**src/rtl/program_counter_rs_pkg.sv**
```systemverilog
// Shared types and helpers for the SAP program counter with return-address stack.
// Optional feature macro: PC_RELATIVE_EN (relative branch op PC_REL).
package sap_pc_pkg;

  localparam int unsigned PC_WIDTH_DEF       = 4;
  localparam int unsigned PC_STACK_DEPTH_DEF = 4;

  typedef enum logic [2:0] {
    PC_HOLD,
    PC_INC,
    PC_JUMP,
    PC_CALL,
    PC_RET,
    PC_REL
  } pc_op_e;

  // Fixed priority: CALL > JUMP > RET > REL > INC > HOLD. Inputs are active-high requests.
  function automatic pc_op_e pc_decode(input logic call, input logic jump, input logic ret,
                                       input logic rel, input logic inc);
    if (call)      return PC_CALL;
    else if (jump) return PC_JUMP;
    else if (ret)  return PC_RET;
    else if (rel)  return PC_REL;
    else if (inc)  return PC_INC;
    else           return PC_HOLD;
  endfunction

endpackage

```
**src/rtl/program_counter_rs_return_stack.sv**
```systemverilog
// LIFO return-address stack: push writes din at sp, pop exposes the entry at sp-1.
// The caller never issues push and pop in the same cycle.
module return_stack
  import sap_pc_pkg::*;
#(
  parameter int unsigned WIDTH = PC_WIDTH_DEF,
  parameter int unsigned DEPTH = PC_STACK_DEPTH_DEF,
  parameter int unsigned SPW   = $clog2(DEPTH + 1)
) (
  input  logic             clk,
  input  logic             clear_n,
  input  logic             push,
  input  logic             pop,
  input  logic [WIDTH-1:0] din,
  output logic [WIDTH-1:0] dout,
  output logic [SPW-1:0]   sp,
  output logic             full,
  output logic             empty
);

  localparam int unsigned AW = (DEPTH > 1) ? $clog2(DEPTH) : 1;

  logic [SPW-1:0]   sp_q, sp_d;
  logic [WIDTH-1:0] mem_q [2**AW];

  // Next stack pointer from push/pop requests.
  always_comb begin
    sp_d = sp_q;
    if (push && !full)      sp_d = sp_q + SPW'(1);
    else if (pop && !empty) sp_d = sp_q - SPW'(1);
  end

  // Stack pointer register; cleared asynchronously.
  always_ff @(posedge clk or negedge clear_n) begin
    if (!clear_n) sp_q <= '0;
    else          sp_q <= sp_d;
  end

  // Entry storage; contents after reset are don't-care so no reset is applied.
  always_ff @(posedge clk) begin
    if (push && !full) mem_q[AW'(sp_q)] <= din;
  end

  assign dout  = mem_q[AW'(sp_q - SPW'(1))];
  assign sp    = sp_q;
  assign full  = (sp_q == SPW'(DEPTH));
  assign empty = (sp_q == '0);

endmodule

```
**src/rtl/program_counter_rs.sv**
```systemverilog
// SAP program counter with CALL/RET return-address stack, bus output and ripple-carry out.
// Optional macro PC_RELATIVE_EN adds rel_n: PC <= PC + signed bus_in.
module program_counter_rs
  import sap_pc_pkg::*;
#(
  parameter int unsigned WIDTH       = PC_WIDTH_DEF,
  parameter int unsigned STACK_DEPTH = PC_STACK_DEPTH_DEF
) (
  input  logic             clk,
  input  logic             clear_n,
  input  logic             enable,
  input  logic             jump_n,
  input  logic             call_n,
  input  logic             ret_n,
`ifdef PC_RELATIVE_EN
  input  logic             rel_n,
`endif
  input  logic [WIDTH-1:0] bus_in,
  input  logic             bus_enable_n,
  output logic [WIDTH-1:0] instruction_pointer,
  output logic [WIDTH-1:0] bus_out,
  output logic             rco,
  output logic             stack_empty,
  output logic             stack_full,
  output logic             stack_error
);

  localparam int unsigned SPW = $clog2(STACK_DEPTH + 1);

  pc_op_e           op;
  logic [WIDTH-1:0] pc_q, pc_d;
  logic             err_q, err_d;
  logic             push, pop;
  logic [WIDTH-1:0] ret_addr;
  logic [SPW-1:0]   sp;
  logic             rs_full, rs_empty;
  logic             rel_req;

`ifdef PC_RELATIVE_EN
  assign rel_req = ~rel_n;
`else
  assign rel_req = 1'b0;
`endif

  assign op = pc_decode(~call_n, ~jump_n, ~ret_n, rel_req, enable);

  return_stack #(
    .WIDTH (WIDTH),
    .DEPTH (STACK_DEPTH)
  ) u_rs (
    .clk     (clk),
    .clear_n (clear_n),
    .push    (push),
    .pop     (pop),
    .din     (pc_q + WIDTH'(1)),
    .dout    (ret_addr),
    .sp      (sp),
    .full    (rs_full),
    .empty   (rs_empty)
  );

  // Next PC, stack control and sticky error from the decoded operation.
  // A CALL on a full stack (or RET on an empty one) is consumed as an error and
  // holds the PC; it does not fall through to a lower-priority request.
  always_comb begin
    pc_d  = pc_q;
    err_d = err_q;
    push  = 1'b0;
    pop   = 1'b0;
    case (op)
      PC_INC:  pc_d = pc_q + WIDTH'(1);
      PC_JUMP: pc_d = bus_in;
      PC_CALL: begin
        if (rs_full) err_d = 1'b1;
        else begin
          push = 1'b1;
          pc_d = bus_in;
        end
      end
      PC_RET: begin
        if (rs_empty) err_d = 1'b1;
        else begin
          pop  = 1'b1;
          pc_d = ret_addr;
        end
      end
      // Same-width add is the sign-extended add modulo 2^WIDTH.
      PC_REL:  pc_d = pc_q + bus_in;
      default: pc_d = pc_q;
    endcase
  end

  // PC and sticky error registers; cleared asynchronously.
  always_ff @(posedge clk or negedge clear_n) begin
    if (!clear_n) begin
      pc_q  <= '0;
      err_q <= 1'b0;
    end else begin
      pc_q  <= pc_d;
      err_q <= err_d;
    end
  end

  assign instruction_pointer = pc_q;
  assign bus_out             = bus_enable_n ? '0 : pc_q;
  assign rco                 = enable & (&pc_q);
  assign stack_empty         = (sp == '0);
  assign stack_full          = (sp == SPW'(STACK_DEPTH));
  assign stack_error         = err_q;

endmodule

```
**config.mk**
```make
export PLATFORM = sky130hd
export DESIGN_NAME = program_counter_rs
export DESIGN_NICKNAME = d
export VERILOG_FILES = /design/src/rtl/program_counter_rs_pkg.sv /design/src/rtl/program_counter_rs_return_stack.sv /design/src/rtl/program_counter_rs.sv
export SDC_FILE = /design/constraint.sdc
export NUM_CORES = 1
export LEC_CHECK = 0
export BUFFER_PORTS_ARGS = -buffer_cell sky130_fd_sc_hd__buf_2
export CELL_PAD_IN_SITES_DETAIL_PLACEMENT = 0
export CELL_PAD_IN_SITES_GLOBAL_PLACEMENT = 1
export CORE_UTILIZATION = 40
export CTS_CLUSTER_SIZE = 25
export DETAILED_ROUTE_END_ITERATION = 10
export HOLD_SLACK_MARGIN = 0.03
export PLACE_DENSITY = 0.76
export SYNTH_ARGS = -nofsm -noshare
export SYNTH_HDL_FRONTEND = slang
export SYNTH_SLANG_ARGS = --single-unit
```
**constraint.sdc**
```tcl
create_clock -name clk -period 2.4 [get_ports clk]
set_input_delay 0 -clock clk [delete_from_list [all_inputs] [get_ports clk]]
set_output_delay 0 -clock clk [all_outputs]
set_load 0.1 [all_outputs]
```
## Yosys cells after proc, flatten, opt, wreduce, memory -nomap -nowiden

Memory sizes are Yosys's and may differ from the RTL's.
Index checks and enable logic that the tools add are counted.

| storage, ports and cells | value |
|---|---|
| logic and storage cells | 49 |
| register bits after elaboration | 8 |
| memories kept | 1 |
| memory bits (writable) | 16 |
| output and inout port bits | 12 |

Memories:

| memory | depth | width | read ports | clocked after memory_dff | write ports | RTL line | text |
|---|---|---|---|---|---|---|---|
| u_rs.mem_q | 4 | 4 | 1 | 0 | 1 | program_counter_rs_return_stack.sv:24 | `logic [WIDTH-1:0] mem_q [2**AW];` |

| cells by class | value |
|---|---|
| bitwise operators | 1 |
| multiplexer cells | 19 |
| equal/unequal tests | 10 |
| add/subtract/negate cells | 4 |
| reduce and logical (&&, ||, !) cells | 11 |

Operators with widths:

| operator | count |
|---|---|
| one-hot mux 4 bit (5 select lines) | 1 |
| 2-to-1 mux 3 bit | 5 |
| 2-to-1 mux 4 bit | 3 |
| == test 3 bit (second input constant) | 3 |
| 2-to-1 mux 1 bit | 9 |
| == test 3 x 2 -> 1 bit (second input constant) | 2 |
| AND reduction 3 bit | 2 |
| nonzero test 5 bit | 1 |
| adder 4 x 1 -> 4 bit (second input constant) | 1 |
| adder 4 bit | 1 |
| inequality test 2 x 1 -> 1 bit (second input constant) | 2 |
| inequality test 2 bit (second input constant) | 2 |
| AND reduction 4 bit | 1 |
| nonzero test 2 bit | 2 |
| adder 3 x 1 -> 3 bit (second input constant) | 1 |
| == test 3 x 1 -> 1 bit (second input constant) | 1 |
| logical NOT 3 bit | 1 |
| subtractor 3 x 1 -> 3 bit (second input constant) | 1 |
| logical AND 1 bit | 2 |
| logical NOT 1 bit | 2 |
| one-hot mux 1 bit (2 select lines) | 1 |
| AND 1 bit | 1 |

## Logic depth before layout (Yosys ltp)

Gate-level depths: netlist (run 1).

| depth | value |
|---|---|
| word-level depth | 9 |
| gate-level depth with buffers | 7 |
| depth with buffers taken out | 6 |

## Cells and area by module

From an unflattened synthesis (run 1), not the netlist that was laid out.

| second synthesis, totals | value |
|---|---|
| cells, all modules | 97 |
| area total of the unflattened synthesis | 1301.2 um^2 |

By module, submodules not included:

| module | area an instance (um^2) | instances | sequential area each (um^2) | cells an instance |
|---|---|---|---|---|
| return_stack | 872.1 | 1 | 555.5 | 52 |
| program_counter_rs | 429.2 | 1 | 125.1 | 45 |

## Least setup slack after synthesis (run 1)

OpenSTA, ideal clock, no wires.

| timing | value |
|---|---|
| path type | register -> output |
| start point | register pc_q[0] (netlist: instruction_pointer[0]) |
| end point | output bus_out[0] |
| path buffers | 0 |
| data arrival time | 2.479 ns |
| path slack | -0.079 ns |
| cell stages (with the launch flop) | 3 |
| path through | dfrtp_1 > inv_1 > nor2_1 |

| on the way | value |
|---|---|
| longest elaborated chain between the ends | 1 |

Ends and longest elaborated chain:

| element | RTL line | text |
|---|---|---|
| from (decl) | program_counter_rs.sv:31 | `logic [WIDTH-1:0] pc_q, pc_d;` |
| from (signal assigned) | program_counter_rs.sv:99 | `pc_q <= pc_d;` |
| 2-to-1 mux 4 bit | program_counter_rs.sv:105 | `assign bus_out = bus_enable_n ? '0 : pc_q;` |
| to (decl) | program_counter_rs.sv:21 | `output logic [WIDTH-1:0] bus_out,` |

No other way between the ends.

## Final worst setup path (run 1)

| timing | value |
|---|---|
| start point | register u_rs.sp_q[1] (netlist: u_rs.sp[1]) |
| end point | register pc_q[3] (netlist: instruction_pointer[3]) |

| on the way | value |
|---|---|
| longest elaborated chain between the ends | 4 |
| elaborated cells on any way between the ends | 9 |
| those cells by class | add/sub: 1; eq/ne: 3; mux: 2; reduce/logical: 2; memory: 1 |

Ends and longest elaborated chain:

| element | RTL line | text |
|---|---|---|
| from (decl) | program_counter_rs_return_stack.sv:23 | `logic [SPW-1:0] sp_q, sp_d;` |
| from (signal assigned) | program_counter_rs_return_stack.sv:36 | `else sp_q <= sp_d;` |
| subtractor 3 x 1 -> 3 bit | - |  |
| memory (4 x 4 bit) | - |  |
| 2-to-1 mux 4 bit | program_counter_rs.sv:81 | `if (rs_empty) err_d = 1'b1;` |
| one-hot mux 4 bit (5 select lines) | program_counter_rs.sv:70 | `case (op)` |

Several ways; a longest one is shown, not always the timed one. The select of a mux whose other input is x is not followed.
A chain may end at the register's enable or synchronous reset.

==> summary.txt, run 1 <==
STA
  • Final setup viols: 0
  • Max-slew violation count: 0
  • Final period util: 91.9%
  • Fmax achieved: 0.454 GHz
  • Final worst slack: 0.195 ns
  • Tightest Pin Transition: 0.487 ns
  • Final clock skew: 0.00247 ns
  • Final Hold Vio Count: 0
  • RSZ-0062 raised after global routing: no
  • Final worst path period need: 2.20 ns
  • Worst slew margin: 67.7%
  • Post-Route Setup TNS: 0 ns

Worst setup path
  • Levels on crit path: 9
  • Crit path largest cell delay: 0.57 ns
  • Dominant delay contributor by cell family on the critical path: buffers and inverters
  • Buf/Inv on CP: 4
  • Crit start category: register
  • R2R setup slack: 0.20 ns
  • Crit path from: u_rs.sp[1]$_DFFE_PN0P_
  • Worst R2R Start: u_rs.sp[1]$_DFFE_PN0P_
  • Worst Path Max Fanout: 9
  • Worst Setup EP: instruction_pointer[3]$_DFFE_PN0P_
  • CP required: 2.62 ns
  • Crit path capture type: register
  • Worst path arrival time: 2.42 ns
  • FF-to-FF path depth: 9
  • Most used cell, CP: buf_4
  • R2R Path End: instruction_pointer[3]$_DFFE_PN0P_
  • CP Class: register to register
  • Cells along the critical path: inv_2, ha_4, buf_4, nand4b_1, o211ai_1, buf_4, nor2b_1, o22ai_1, dlygate4sd3_1
  • Critical Path Slowest Stage Cell: dlygate4sd3_1

Global route
  • Total GRT Usage: 15.8%
  • Largest net degree at the start of global routing: 15
  • Vias in the first global route: 821
  • Congestion Overflow GR: 0
  • Global-route wire length before repair: 3930 µm
  • Initial antenna violation count: 0

Finish
  • Fillers: 281
  • Post-layout net count: 151
  • Ant. Diodes: 0
  • Area growth from synthesis to layout: 21.7%
  • Register area: 681 µm²
  • Final Core Density: 51.5%
  • Final Cell Area: 0.00157 mm²
  • Share of cells above drive strength 1: 33.1%
  • Multi-input gate area: 572 µm²

Logic synthesis
  • Yosys cell types: 37
  • Top FF cell, synth: edfxtp_1
  • Syn_nets: 119
  • Netlist Area Pre-Place: 0.00129 mm²
  • #FFs+latches synth: 24
  • Seq/Total Area, Yosys: 52.7%
  • Count leader, synth: edfxtp_1
  • Synth Instances: 102
  • Ranking of synthesized cells by area: edfxtp_1, dfrtp_1, mux4_2
  • Syn Area/Cell: 12.7 µm²
  • Asr flop ratio synth: 33.3%
  • EDFF count, synth: 16
  • Area leader, netlist: edfxtp_1
  • Synth top area share: 37.2%
  • Yosys warns: 0
  • Synth cell count leaders: edfxtp_1, dfrtp_1, nand2_1

Floorplan
  • Initial core utilization: 42.3%
  • IO Count: 23
  • Total die area: 0.00346 mm²
  • FP Rows: 20
  • Die Y: 58.8 µm
  • Core ar.: 0.00305 mm²
  • DIE WIDTH: 58.8 µm

CTS
  • Cts bufs inserted: 3
  • Total clock sinks: 24
  • Clock latency on the worst-skew pair: 0.32 ns
  • Clk buf depth: 2
  • Clk root buf: clkbuf_4
  • Clock slew at reported path FFs: 0.14 ns
  • H-tree depth: 1
  • TritonCTS clock tree: yes

Place
  • Final HPWL DP: 1870 µm
  • Placed cell area: 0.00145 mm²
  • Port buffer count: 22
  • Placement Setup Slack: 0.539 ns
  • Placer Congestion: 0.701

Detailed routing
  • Detailed Route Iter0 Violations: 42
  • Antenna Violating Nets Remaining: 0
  • DR WL/cell: 14.3 µm
  • WL final: 2530 µm
  • Vias/cell: 5.13
  • Routed via count: 908
  • DRC errors left: 0
  • DRT Pass-1 Iters: 4

Run status
  • Run status: completed

Job
  • MaxCap Viol Count: 0

Min path
  • Min-Delay Path Class: input pin to asynchronous set/reset pin
[worst reg2reg max path: cells and delay by family, from the launching register on]
kind | cells | cell delay (ns)
buffers and inverters | 4 | 1.01
AND/OR/NAND/NOR | 2 | 0.24
flip-flops | 1 | 0.44
AO/OA/AOI/OAI | 2 | 0.26
adder cells (fa/ha/maj) | 1 | 0.15
[sequential cells by signal, summed over array words and instances, names as in the netlist]
name	count
instruction_pointer	4
u_rs.mem_q	16
u_rs.sp	3
stack_error	1
[cell families (layout without fill, tap and decap cells)]
family	count (synthesis)	after routing	synth area share, %
muxes	9	9	11.4
AOI/OAI and AO/OA	18	18	9.01
and+or+nand+nor	34	34	15.2
xor gates and xnor gates	2	2	1.36
buffers and inverters	9	40	4.46
DFF	24	24	52.7
adders and majority gates	6	6	5.81
[layer usage]
| layer | GRT usage [%] | routed length [µm] | vias to the layer above |
|---|---|---|---|
| met4 | 8.84 | 62 | 0 |
| met2 | 25.2 | 1200 | 30 |
| li1 | - | - | 439 |
| met5 | 0 | 0 | - |
| met3 | 2.42 | 95 | 7 |
| met1 | 20.5 | 1170 | 432 |
[metrics by stage]
step                      hold WS [ns]  cells
final                           0.0466    177
after global routing            0.0579    177
after CTS                       0.0438    177
after detailed placement        -0.132    167
after global placement          -0.135    167
after floorplan                 -0.296    102
[how the worst min path moves through the flow]
stage / startpoint / end / slack, ns
after detailed placement: clear_n / stack_error$_DFFE_PN0P_ / -0.13
final: clear_n / instruction_pointer[0]$_DFFE_PN0P_ / 0.05
after floorplan: clear_n / instruction_pointer[0]$_DFFE_PN0P_ / -0.30
after global placement: clear_n / stack_error$_DFFE_PN0P_ / -0.13
after CTS: clear_n / stack_error$_DFFE_PN0P_ / 0.04
after global routing: clear_n / instruction_pointer[1]$_DFFE_PN0P_ / 0.06
[cell usage in the layout, fill, tap and decap left out, types with 4 or more instances in the layout]
cell type	netlist	routed
mux4_2	4	4
dfrtp_1	8	8
nand2_1	7	7
a21oi_1	4	4
edfxtp_1	16	16
inv_1	5	4
ha_1	6	5
o21ai_0	5	5
dlygate4sd3_1	0	6
nor2_1	6	5
buf_2	1	22
[layout make-up]
| type | count | share of cell area [%] |
|---|---|---|
| Inverter | 5 | 1.19 |
| Clock buffer | 3 | 1.43 |
| Sequential cell | 24 | 43.3 |
| Tap cell | 44 | 3.50 |
| Clock inverter | 1 | 1.91 |
| Timing Repair Buffer | 31 | 12.3 |
| Multi-Input combinational cell | 69 | 36.4 |
[repair_timing]
item / CTS / global route
setup buffers: 0 / 0
endpoints found under the setup margin: 0 / 1
hold endpoints to repair: 11 / 0
hold buffers: 6 / 0
resized for setup: 0 / 3
Power of run 1 is left out: the tool's default activity adds up to more than one toggle a clock period on the data nets, which glitch-free logic cannot reach.
==> run 2: changes to the inputs <==
Settings changed: CORE_ASPECT_RATIO set to 1.75, CORE_UTILIZATION 40 to 43, PLACE_DENSITY 0.76 to 0.81.
==> run 2 against run 1 <==
Against the previous run:
- the flow now finishes with violations (DRC)
- clock skew up 0.00064 ns
- utilization increased by 1.0 points
- worst setup slack improved by 0.34 ns
- sequential cell count is the same
- non-clock buffer count decreased by 4
- maximum frequency is 18% higher
- highest routed layer unchanged
==> summary.txt, run 2 (synthesized netlist as in run 1, its figures left out) <==
Run status
  • Run status: finished with violations
  • Failing checks: DRC

Place
  • Port buffer count: 22
  • Final HPWL DP: 1910 µm
  • Placer Congestion: 0.784

Finish
  • Max FFs per register: 16
  • Most frequent cells in the layout: buf_2, edfxtp_1, dfrtp_1
  • Post-layout net count: 147
  • Biggest register: u_rs.mem_q
  • Register area: 681 µm²
  • Share of cells above drive strength 1: 31.8%
  • Area growth from synthesis to layout: 17.7%
  • Ant. Diodes: 0
  • Multi-input gate area: 559 µm²
  • Fillers: 249
  • Most common cell after layout, fill and taps aside: buf_2

Detailed routing
  • DR WL/cell: 15.9 µm
  • Antenna Violating Nets Remaining: 0
  • Vias/cell: 5.54
  • Detailed Route Iter0 Violations: 16
  • Routed via count: 869
  • WL final: 2500 µm
  • DRT Pass-1 Iters: 7
  • DRC errors left: 8

Floorplan
  • IO Count: 23
  • Total die area: 0.00323 mm²
  • Core ar.: 0.00290 mm²
  • Initial core utilization: 44.6%
  • FP Rows: 26
  • Die Y: 74.5 µm
  • DIE WIDTH: 43.4 µm

STA
  • Final worst path period need: 1.87 ns
  • Fmax achieved: 0.535 GHz
  • Final period util: 77.8%
  • Post-Route Setup TNS: 0 ns
  • Worst slew margin: 67.6%
  • Max-slew violation count: 0
  • Final Hold Vio Count: 0
  • RSZ-0062 raised after global routing: no
  • Final clock skew: 0.00311 ns
  • Final setup viols: 0
  • Tightest Pin Transition: 0.489 ns

Global route
  • Total GRT Usage: 17.2%
  • Gr busiest metal: met2
  • Congestion Overflow GR: 0
  • Initial antenna violation count: 0
  • Vias in the first global route: 835
  • Met1 Usage GRT: 20.6%
  • Met2 GRT Util: 30.0%
  • Largest net degree at the start of global routing: 15
  • Global-route wire length before repair: 4000 µm
  • Met3 usage in global routing: 2.91%

CTS
  • Clock slew at reported path FFs: 0.09 ns
  • Clk root buf: clkbuf_8
  • Cts bufs inserted: 3
  • Clock latency on the worst-skew pair: 0.27 ns
  • Post-CTS setup buffers: 0
  • Total clock sinks: 24
  • TritonCTS clock tree: yes
  • H-tree depth: 1
  • Clk buf depth: 2

Worst setup path
  • Crit start category: register
  • CP required: 2.37 ns
  • Crit path capture type: register
  • Worst Path Max Fanout: 7
  • CP Class: register to register
  • Worst path arrival time: 1.84 ns

Min path
  • Min-Delay Path Class: input pin to register

Job
  • MaxCap Viol Count: 0
-- run 2: cell count changes in the layout (fill, tap and decap cells not counted) --
| cell | delta |
|---|---|
| buf_4 | -1 |
| clkbuf_4 | -3 |
| clkbuf_8 | +3 |
| dlygate4sd3_1 | -3 |
| ha_1 | +1 |
| ha_4 | -1 |
| inv_1 | +1 |
| inv_2 | -1 |
-- run 2: layout make-up --
type,count,area share (%)
sequential,24,44.8
multi-input combinational,69,36.8
timing repair buffer,27,10.2
clock buffer,3,2.72
tap,28,2.30
clock inverter,1,1.98
inverter,5,1.23
-- run 2: critical path, stage by stage, from the launching register on --
cell,delay [ns]
dfrtp_1,0.40
inv_1,0.11
ha_1,0.28
and2_2,0.22
nor2_1,0.27
and2_1,0.29
-- run 2: path summary, 6_finish.rpt --
kind | from | end | slack, ns | cells after the start
worst max-delay path | u_rs.sp[1]$_DFFE_PN0P_ | u_rs.mem_q[2][3]$_DFFE_PP_ | 0.53 | 5
max in group asynchronous | clear_n | instruction_pointer[0]$_DFFE_PN0P_ | 2.10 | 2
min in group asynchronous | clear_n | instruction_pointer[1]$_DFFE_PN0P_ | 0.11 | 2
worst min register to register | stack_error$_DFFE_PN0P_ | stack_error$_DFFE_PN0P_ | 0.47 | 1
worst max register to register | u_rs.sp[1]$_DFFE_PN0P_ | u_rs.mem_q[2][3]$_DFFE_PP_ | 0.53 | 5
worst min-delay path | bus_in[2] | instruction_pointer[2]$_DFFE_PN0P_ | 0.04 | 3
-- run 2: repair_timing --
item                      4_1_cts  5_1_grt
hold endpoints to repair       10        0
gates resized for setup         0        0
hold buffers                    3        0
-- run 2: layer usage --
layer,vias up,share of wire (%)
met3,2,3.2
li1,428,-
met4,0,1.2
met2,23,57
met5,-,0
met1,416,38
-- run 2: through the flow --
stage	utilization, %	setup WS (ns)	hold WS, ns	area, µm²	instances
2_1_floorplan	-	0.00386	-0.296	1300	102
6_report	52.5	0.532	0.0395	1520	157
3_3_place_gp	49.0	0.610	-0.132	1420	150
4_1_cts	52.5	0.537	0.0408	1520	157
5_1_grt	52.5	0.399	0.0925	1520	157
3_5_place_dp	49.0	0.552	-0.130	1420	150
Power of run 2 is left out for the same reason.
==> run 3: changes to the inputs <==
Settings changed: ABC_AREA set to 1, CORE_UTILIZATION 43 to 37, PLACE_DENSITY 0.81 to 0.78.
Clock period 2.4 ns to 1.6 ns, I/O delays scaled along.
==> run 3 against run 2 <==
Against the previous run:
- the run now ends clean
- synthesized cell count rose by 51%
- register-to-register slack worse by 0.47 ns
- critical path type unchanged
- first-iteration DRC count increased by 81%
- routed wire length rose by 16%
- critical endpoint is now u_rs.mem_q[2][0]$_DFFE_PP_
- maximum frequency increased by 21%
- utilization decreased by 1.4 points
- via count grew 21%
==> summary.txt, run 3 <==
Run status
  • Run status: completed

Floorplan
  • IO Count: 23
  • Die Y: 81.1 µm
  • FP Rows: 28
  • Initial core utilization: 39.0%
  • Total die area: 0.00383 mm²
  • DIE WIDTH: 47.2 µm
  • Core ar.: 0.00340 mm²

Worst setup path
  • Worst Path Max Fanout: 7
  • Crit start category: register
  • Worst R2R Start: u_rs.sp[1]$_DFFE_PN0P_
  • R2R setup slack: 0.06 ns
  • FF-to-FF path depth: 5
  • Worst Setup EP: u_rs.mem_q[2][0]$_DFFE_PP_
  • CP Class: register to register
  • R2R Path End: u_rs.mem_q[2][0]$_DFFE_PP_
  • Crit path from: u_rs.sp[1]$_DFFE_PN0P_
  • Crit path capture type: register
  • CP required: 1.54 ns
  • Worst path arrival time: 1.49 ns

CTS
  • Clock latency on the worst-skew pair: 0.27 ns
  • Clk buf depth: 2
  • TritonCTS clock tree: yes
  • Cts bufs inserted: 3
  • Post-CTS setup buffers: 0
  • Clock slew at reported path FFs: 0.09 ns
  • Clk root buf: clkbuf_8
  • H-tree depth: 1
  • Total clock sinks: 24

Global route
  • Initial antenna violation count: 0
  • Vias in the first global route: 1035
  • Global-route wire length before repair: 4690 µm
  • Largest net degree at the start of global routing: 15
  • Congestion Overflow GR: 0
  • Total GRT Usage: 17.8%

Power and ir drop
  • Clk pwr share: 14.1%
  • Sw Share: 48.6%
  • Psw: 1.81 mW
  • Sequential power share: 29.8%
  • Pwr dens: 2140 mW/mm²
  • Final Power: 3.72 mW
  • Pint: 1.91 mW
  • Leakage power: 0.819 nW
  • Max VDD drop: 1.91 mV
  • Comb power frac: 56.2%

STA
  • Worst slew margin: 67.9%
  • Final period util: 96.4%
  • RSZ-0062 raised after global routing: yes
  • Final clock skew: 0.00834 ns
  • Final setup viols: 0
  • Fmax achieved: 0.649 GHz
  • Max-slew violation count: 0
  • Post-Route Setup TNS: 0 ns
  • Tightest Pin Transition: 0.484 ns
  • Final worst path period need: 1.54 ns
  • Final Hold Vio Count: 0

Logic synthesis
  • Syn Area/Cell: 8.60 µm²
  • Yosys cell types: 21
  • Asr flop ratio synth: 33.3%
  • Syn_nets: 171
  • Count leader, synth: nand2_1
  • Area leader, netlist: edfxtp_1
  • Yosys warns: 0
  • #FFs+latches synth: 24
  • Synth cell count leaders: nand2_1, inv_1, edfxtp_1
  • Synth Instances: 154
  • Top FF cell, synth: edfxtp_1
  • Synth top area share: 36.3%
  • Ranking of synthesized cells by area: edfxtp_1, dfrtp_1, nand2_1
  • EDFF count, synth: 16
  • Seq/Total Area, Yosys: 51.4%
  • Netlist Area Pre-Place: 0.00132 mm²

Place
  • Final HPWL DP: 2440 µm
  • Placed cell area: 0.00165 mm²
  • Port buffer count: 22
  • Inst Count DP: 224
  • Placer Congestion: 0.768

Detailed routing
  • Vias/cell: 4.59
  • Detailed Route Iter0 Violations: 29
  • Antenna Violating Nets Remaining: 0
  • DRT Pass-1 Iters: 4
  • DR WL/cell: 12.7 µm
  • WL final: 2910 µm
  • DRC errors left: 0
  • Routed via count: 1052

Finish
  • Final Cell Area: 0.00174 mm²
  • Biggest register: u_rs.mem_q
  • Share of cells above drive strength 1: 33.2%
  • Post-layout net count: 202
  • Area growth from synthesis to layout: 31.3%
  • Ant. Diodes: 0
  • Register area: 697 µm²
  • Fillers: 336
  • Non-Filler Instances: 229
  • Most frequent cells in the layout: nand2_1, inv_1, buf_2
  • Multi-input gate area: 591 µm²
  • Max FFs per register: 16
  • Most common cell after layout, fill and taps aside: nand2_1

Min path
  • Min-delay src: bus_in[3]
  • Min-Delay Path Class: input pin to register
  • Min-Delay Path Depth: 5

Job
  • MaxCap Viol Count: 0
-- run 3: changes by cell type after synthesis, moves of 3 or more --
cell     previous run  this run
mux4_2              4         0
a21oi_1             4         0
and2_1              4         1
nand2_1             7        51
o21ai_0             5         2
nand3_1             2        14
nand2_2             0         4
buf_6               3         0
nor2b_1             4         0
inv_1               5        28
-- run 3: power groups by stage --
| stage | Combinational, mW | Sequential [mW] | Clock (mW) |
|---|---|---|---|
| 2_1_floorplan | 1.31 | 1.36 | 0 |
| 3_3_place_gp | 2.09 | 1.11 | 0 |
| 3_5_place_dp | 2.10 | 1.12 | 0 |
| 4_1_cts | 2.11 | 1.10 | 0.537 |
| 5_1_grt | 2.24 | 1.14 | 0.555 |
| 6_report | 2.09 | 1.11 | 0.523 |
-- run 3: worst min-delay path by stage --
stage                                         endpoint  slack (ns)
finish              instruction_pointer[3]$_DFFE_PN0P_        0.07
global route        instruction_pointer[3]$_DFFE_PN0P_         0.1
CTS                 instruction_pointer[3]$_DFFE_PN0P_        0.06
detailed placement  instruction_pointer[3]$_DFFE_PN0P_       -0.14
global placement    instruction_pointer[2]$_DFFE_PN0P_       -0.14
floorplan                      stack_error$_DFFE_PN0P_       -0.30
-- run 3: critical path, stage by stage (launching register included) --
cell and delay [ns]:
dfrtp_1 0.40, inv_1 0.13, ha_4 0.19, nand2_4 0.09, nand2_2 0.12, nor2_1 0.28
-- run 3: area by class of cell --
cell class	count	area share [%]
Multi-Input combinational cell	99	34.0
Inverter	30	7.34
Clock inverter	1	1.73
Clock buffer	3	2.38
Tap cell	45	3.24
Sequential cell	24	40.1
Timing Repair Buffer	27	11.2
-- run 3: cells by family after synthesis --
family | share of synthesized area (%)
compound gates | 2.46
xor+xnor | 1.32
fa+ha+maj | 5.67
buf+inv | 8.88
flops | 51.4
simple gates | 30.2
-- run 3: layer usage --
metal | wire [µm] | track usage (%) | up-vias
met5 | 0 | 0 | -
met4 | 48 | 7.43 | 0
met3 | 78 | 1.56 | 4
met2 | 1800 | 34.6 | 25
met1 | 986 | 17.8 | 488
li1 | - | - | 535
-- run 3: stage by stage --
step | utilization, % | worst slack, ns | hold slack (ns)
global placement | 48.6 | 0.111 | -0.143
detailed placement | 48.6 | 0.0567 | -0.136
global route | 51.1 | -0.0254 | 0.0990
finish | 51.1 | 0.0580 | 0.0705
floorplan | - | -0.352 | -0.296
CTS | 51.0 | 0.0293 | 0.0561
-- run 3: timing repair --
item,in CTS,in global routing
resized for setup,0,2
hold buffers,1,0
hold endpoints to repair,8,0
setup endpoints to repair,0,12
Power figures use the tool's default switching activity.
